`config.mk`:
```
export PLATFORM = sky130hd
export DESIGN_NAME = mmu_sequencer
export DESIGN_NICKNAME = d
export VERILOG_FILES = /design/src/rtl/mmu_sequencer.sv
export SDC_FILE = /design/constraint.sdc
export NUM_CORES = 1
export LEC_CHECK = 0
export BUFFER_PORTS_ARGS = -buffer_cell sky130_fd_sc_hd__buf_2
export CAP_MARGIN = 20
export CORE_MARGIN = 2
export CORE_UTILIZATION = 50
export CTS_BUF_LIST = sky130_fd_sc_hd__clkbuf_2 sky130_fd_sc_hd__clkbuf_4 sky130_fd_sc_hd__clkbuf_8
export DETAILED_ROUTE_END_ITERATION = 10
export PLACE_DENSITY = 0.9
export SLEW_MARGIN = 10
export SYNTH_ARGS = -nofsm -noshare
export SYNTH_HDL_FRONTEND = slang
export SYNTH_SLANG_ARGS = --single-unit
```
`constraint.sdc`:
```
create_clock -name clk -period 5.5 [get_ports clk]
set_clock_uncertainty 0.2 [all_clocks]
set_input_delay 0.55 -clock clk [delete_from_list [all_inputs] [get_ports clk]]
set_output_delay 0.55 -clock clk [all_outputs]
set_load 0.02 [all_outputs]
```
`src/rtl/mmu_sequencer.sv`:
```
// Command sequencer for one 2x2 systolic matrix-multiply pass: weight load, skewed
// row feed from the input buffer, pipeline drain, then a store strobe to the unified buffer.
module mmu_sequencer #(
    parameter int WADDR_W      = 13,
    parameter int IADDR_W      = 6,
    parameter int OADDR_W      = 6,
    parameter int ROWS_W       = 4,
    parameter int DATA_W       = 16,
    parameter int DRAIN_CYCLES = 2
) (
    input  logic               clk,
    input  logic               reset,
    input  logic               start,
    input  logic [WADDR_W-1:0] cmd_waddr,
    input  logic [IADDR_W-1:0] cmd_iaddr,
    input  logic [OADDR_W-1:0] cmd_oaddr,
    input  logic [ROWS_W-1:0]  cmd_rows,
    output logic [IADDR_W-1:0] in_rd_addr,
    input  logic [DATA_W-1:0]  in_rd_data1,
    input  logic [DATA_W-1:0]  in_rd_data2,
    output logic [WADDR_W-1:0] weight_addr,
    output logic               load_weight,
    output logic               valid,
    output logic [DATA_W-1:0]  a_in1,
    output logic [DATA_W-1:0]  a_in2,
    output logic               store_en,
    output logic [OADDR_W-1:0] store_addr,
    output logic               busy,
    output logic               done,
    output logic               cmd_rejected
);

    localparam int DCNT_W = (DRAIN_CYCLES > 1) ? $clog2(DRAIN_CYCLES) : 1;
    localparam logic [DCNT_W-1:0] DRAIN_LAST = DCNT_W'((DRAIN_CYCLES > 0) ? DRAIN_CYCLES - 1 : 0);

    typedef enum logic [2:0] {IDLE, LOAD_W, FEED, DRAIN, STORE, DONE} state_t;

    state_t              state;
    logic [ROWS_W:0]     row_cnt;
    logic [ROWS_W-1:0]   rows_q;
    logic [IADDR_W-1:0]  iaddr_q;
    logic [OADDR_W-1:0]  oaddr_q;
    logic [DCNT_W-1:0]   drain_cnt;
    logic [DATA_W-1:0]   in_data2_p1;
    logic                last_row;

    assign last_row = (row_cnt == {1'b0, rows_q});

    always_ff @(posedge clk or posedge reset) begin
        if (reset) begin
            state       <= IDLE;
            row_cnt     <= '0;
            rows_q      <= '0;
            iaddr_q     <= '0;
            oaddr_q     <= '0;
            drain_cnt   <= '0;
            in_data2_p1 <= '0;
            in_rd_addr  <= '0;
            weight_addr <= '0;
            store_addr  <= '0;
            load_weight <= 1'b0;
            valid       <= 1'b0;
            store_en    <= 1'b0;
            busy        <= 1'b0;
            done        <= 1'b0;
        end else begin
            load_weight <= 1'b0;
            store_en    <= 1'b0;
            done        <= 1'b0;
            case (state)
                IDLE: begin
                    if (start) begin
                        rows_q  <= cmd_rows;
                        iaddr_q <= cmd_iaddr;
                        oaddr_q <= cmd_oaddr;
                        busy    <= 1'b1;
                        if (cmd_rows == '0) begin
                            state <= DONE;
                            done  <= 1'b1;
                        end else begin
                            state       <= LOAD_W;
                            load_weight <= 1'b1;
                            weight_addr <= cmd_waddr;
                        end
                    end
                end
                LOAD_W: begin
                    state      <= FEED;
                    valid      <= 1'b1;
                    row_cnt    <= '0;
                    in_rd_addr <= iaddr_q;
                end
                FEED: begin
                    // column-1 data is delayed one cycle to give the array its skew
                    in_data2_p1 <= in_rd_data2;
                    if (last_row) begin
                        valid     <= 1'b0;
                        drain_cnt <= '0;
                        if (DRAIN_CYCLES == 0) begin
                            state      <= STORE;
                            store_en   <= 1'b1;
                            store_addr <= oaddr_q;
                        end else begin
                            state <= DRAIN;
                        end
                    end else begin
                        row_cnt    <= row_cnt + 1'b1;
                        in_rd_addr <= in_rd_addr + 1'b1;
                    end
                end
                DRAIN: begin
                    if (drain_cnt == DRAIN_LAST) begin
                        state      <= STORE;
                        store_en   <= 1'b1;
                        store_addr <= oaddr_q;
                    end else begin
                        drain_cnt <= drain_cnt + 1'b1;
                    end
                end
                STORE: begin
                    state <= DONE;
                    done  <= 1'b1;
                end
                DONE: begin
                    state <= IDLE;
                    busy  <= 1'b0;
                end
                default: begin
                    state <= IDLE;
                    busy  <= 1'b0;
                end
            endcase
        end
    end

    // The trailing FEED cycle flushes row 1 only, so row 0 is blanked there.
    assign a_in1        = (valid && !last_row) ? in_rd_data1 : '0;
    assign a_in2        = (valid && row_cnt != '0) ? in_data2_p1 : '0;
    assign cmd_rejected = start & busy;

endmodule

```
==> flow_metrics.py <==
metrics = {
    "die": {
        "core-area_mm2": 0.00642,
        "die_height_um": 86.2,
        "die_w_um": 86.2,
        "rows": 29,
        "dieArea_mm2": 0.00742,
        "start_util_pct": 52.6,
        "pin_count": 127,
    },
    "timing": {
        "setup_viol": 0,
        "finalHoldViolCount": 0,
        "whs_ps": 196,
        "layout_setup_ws_ps": 2630,
        "worst_pin_slew_ps": 866,
        "tns_ps": 0,
        "slew_violations": 0,
        "rsz0062_at_grt": "false",
        "max_freq_mhz": 348,
        "min_period_ps": 2870,
        "fin_crit_sh_pct": 52.2,
        "max_slew_margin_pct": 42.2,
    },
    "global_route": {
        "track_usage_pct": 20.9,
        "antenna_found_initial": 0,
        "busiest_layer": "met2",
        "grt_overflow": 0,
        "use_met2_pct": 35.2,
        "grt_pass1_vias": 2675,
        "grt_max_degree": 72,
        "grt_pass1_wl_um": 12200,
        "grt_use_met1_pct": 25.2,
        "use_met3_pct": 6.83,
    },
    "logic_synthesis": {
        "yosys-top-cells-area": "dfrtp_1, mux2_2, nand2_1, mux2_4, and2_1",
        "synth_common_cells": "dfrtp_1, nand2_1, mux2_2",
        "yosys_warnings": 0,
        "synth_area_mm2": 0.00338,
        "syn_area_per_cell_um2": 11.1,
        "syn-num-nets": 370,
        "synthArstFlopShare_pct": 100,
        "synth_cell_types": 52,
        "synth.yosys.seq_area_share_pct": 52.6,
        "synth_top_area_share_pct": 52.6,
        "yosys_register_bits": 71,
        "synth_ff_type": "dfrtp_1",
        "synthCells": 303,
        "synth.most_common_cell": "dfrtp_1",
        "synth-edff-count": 0,
        "yosysTopAreaCell": "dfrtp_1",
    },
    "cts": {
        "clock_path_buffers": 2,
        "cts-root-buf": "clkbuf_8",
        "worstSkewPairLatency_ps": 340,
        "cts_setup_buffers": 0,
        "postCtsResizedCells": 0,
        "clock_sinks": 71,
        "cts_hold_buffers": 0,
        "cts.clk_slew.worst_paths_ps": 80,
        "cts_buffers": 9,
        "cts_tree": "done",
        "h-tree-depth": 3,
    },
    "route": {
        "drtIter0Drc": 97,
        "vias_per_cell": 5.29,
        "drt_wl_total_um": 7490,
        "drt_first_pass_iters": 4,
        "vias": 2676,
        "wl_per_cell_um": 14.8,
        "drc_errors": 0,
        "ant_nets": 0,
    },
    "finish": {
        "fin_area_mm2": 0.00422,
        "n_antenna_cell": 0,
        "fillers": 514,
        "area_growth_pct": 25.0,
        "layout.nets": 491,
        "drive_gt1_share_pct": 44.5,
    },
    "critical_path": {
        "crit_slowest_cell": "dfrtp_1",
        "startpoint_type": "flip-flop",
        "worst_ep_arrival_time_ps": 2120,
        "cp_max_fo": 19,
        "reg2reg_setup_slack_ps": 3230,
        "end_kind": "primary output",
        "cp_cell_sequence": "xor2_1 > nor3_4 > nand2_2 > and3_1 > buf_2",
        "worstPathRequired_ps": 4750,
        "worstSetupPathType": "reg -> out",
        "critPathMaxStageDelay_ps": 450,
    },
    "placement": {
        "postPlaceCellArea_mm2": 0.00401,
        "dp.final_hpwl_um": 5420,
        "io_buffers": 126,
        "pre_cts_slack_ps": 2990,
        "place.gp.congestion": 0.920,
    },
    "run_status": {
        "status": "finished clean",
    },
    "power": {
        "power_density_mw_per_mm2": 676,
        "peakVddDrop_uv": 320,
        "power_mw": 2.85,
        "leakagePower_nw": 2.17,
    },
    "job": {
        "max-cap-violations": 0,
    },
    "worst_hold_path": {
        "hold_class": "in -> reg",
    },
}
-- critical path: cells and delay by family, from the launching register on --
family,cells,cell delay (ps)
xor+xnor,1,230
buf+inv,1,150
simple gates,3,950
flops,1,450
-- cell type report --
| type | instances | area, um2 | area share (%) |
|---|---|---|---|
| clock buffers | 13 | 173 | 4.09 |
| clock inverters | 3 | 40.0 | 0.949 |
| inverters | 7 | 26.3 | 0.623 |
| multi-input cells | 207 | 1460 | 34.6 |
| flip-flops and latches | 71 | 1780 | 42.1 |
| well taps | 77 | 96.3 | 2.28 |
| repair buffers | 128 | 646 | 15.3 |
-- registers in the layout, indices dropped and copies added, names as in the netlist --
name,flops
in_data2_p1,16
weight_addr,13
iaddr_q,6
in_rd_addr,6
oaddr_q,6
store_addr,6
row_cnt,5
rows_q,4
state,3
busy,1
done,1
drain_cnt,1
load_weight,1
store_en,1
valid,1
-- through the flow --
step / util [%] / cells
global placement: 62.4 / 490
finish: 65.7 / 506
detailed placement: 62.4 / 490
global route: 65.7 / 506
CTS: 65.7 / 506
floorplan: - / 303
-- layer usage --
layer	part of all wire, %	wire, um
met1	41	3060
met2	49	3660
met3	9.1	682
met4	1.2	91
met5	0	0
-- final timing paths --
path | end | startpoint | cells after the start
worst max-delay path | a_in1[9] | row_cnt[3]$_DFFE_PP0P_ | 5
worst min-delay path | in_data2_p1[4]$_DFFE_PP0N_ | in_rd_data2[4] | 3
worst max register to register | row_cnt[1]$_DFFE_PP0P_ | state[0]$_DFFE_PP0P_ | 3
worst min register to register | in_data2_p1[4]$_DFFE_PP0N_ | in_data2_p1[4]$_DFFE_PP0N_ | 2
max in group asynchronous | iaddr_q[4]$_DFFE_PP0P_ | reset | 3
min in group asynchronous | in_data2_p1[0]$_DFFE_PP0N_ | reset | 3
-- cell usage in the layout (no fill, tap or decap), types with 2 or more instances in the layout --
| cell type | n |
|---|---|
| a21oi_1 | 4 |
| and2_1 | 19 |
| and3_1 | 19 |
| buf_2 | 126 |
| buf_4 | 2 |
| clkbuf_8 | 12 |
| clkinv_2 | 2 |
| dfrtp_1 | 71 |
| ha_1 | 3 |
| inv_1 | 6 |
| mux2_2 | 27 |
| mux2_4 | 9 |
| nand2_1 | 56 |
| nand3_1 | 7 |
| nand4_1 | 2 |
| nor2_1 | 6 |
| nor2b_1 | 2 |
| nor3_1 | 2 |
| nor3b_1 | 2 |
| nor3b_2 | 2 |
| nor4_1 | 2 |
| o211ai_1 | 2 |
| o21ai_0 | 6 |
| o221a_2 | 2 |
| o22ai_1 | 3 |
| or3b_1 | 2 |
| xnor2_1 | 4 |
| xor2_1 | 3 |
-- power breakdown --
part	total (mW)	internal (mW)	leakage (nW)	switching (mW)
combinational	1.44	0.608	1.21	0.837
sequential	0.972	0.777	0.851	0.195
clock	0.436	0.250	0.113	0.186
-- cell families after synthesis --
group                      Yosys count  share of synthesized area, %
and+or+nand+nor                    130                          20.5
adders and majority gates            3                          1.11
AOI/OAI and AO/OA                   31                          6.89
muxes                               36                          13.0
buffers and inverters               25                          4.08
xor gates and xnor gates             7                          1.82
DFF                                 71                          52.6
(Power assumes the default switching activity.)
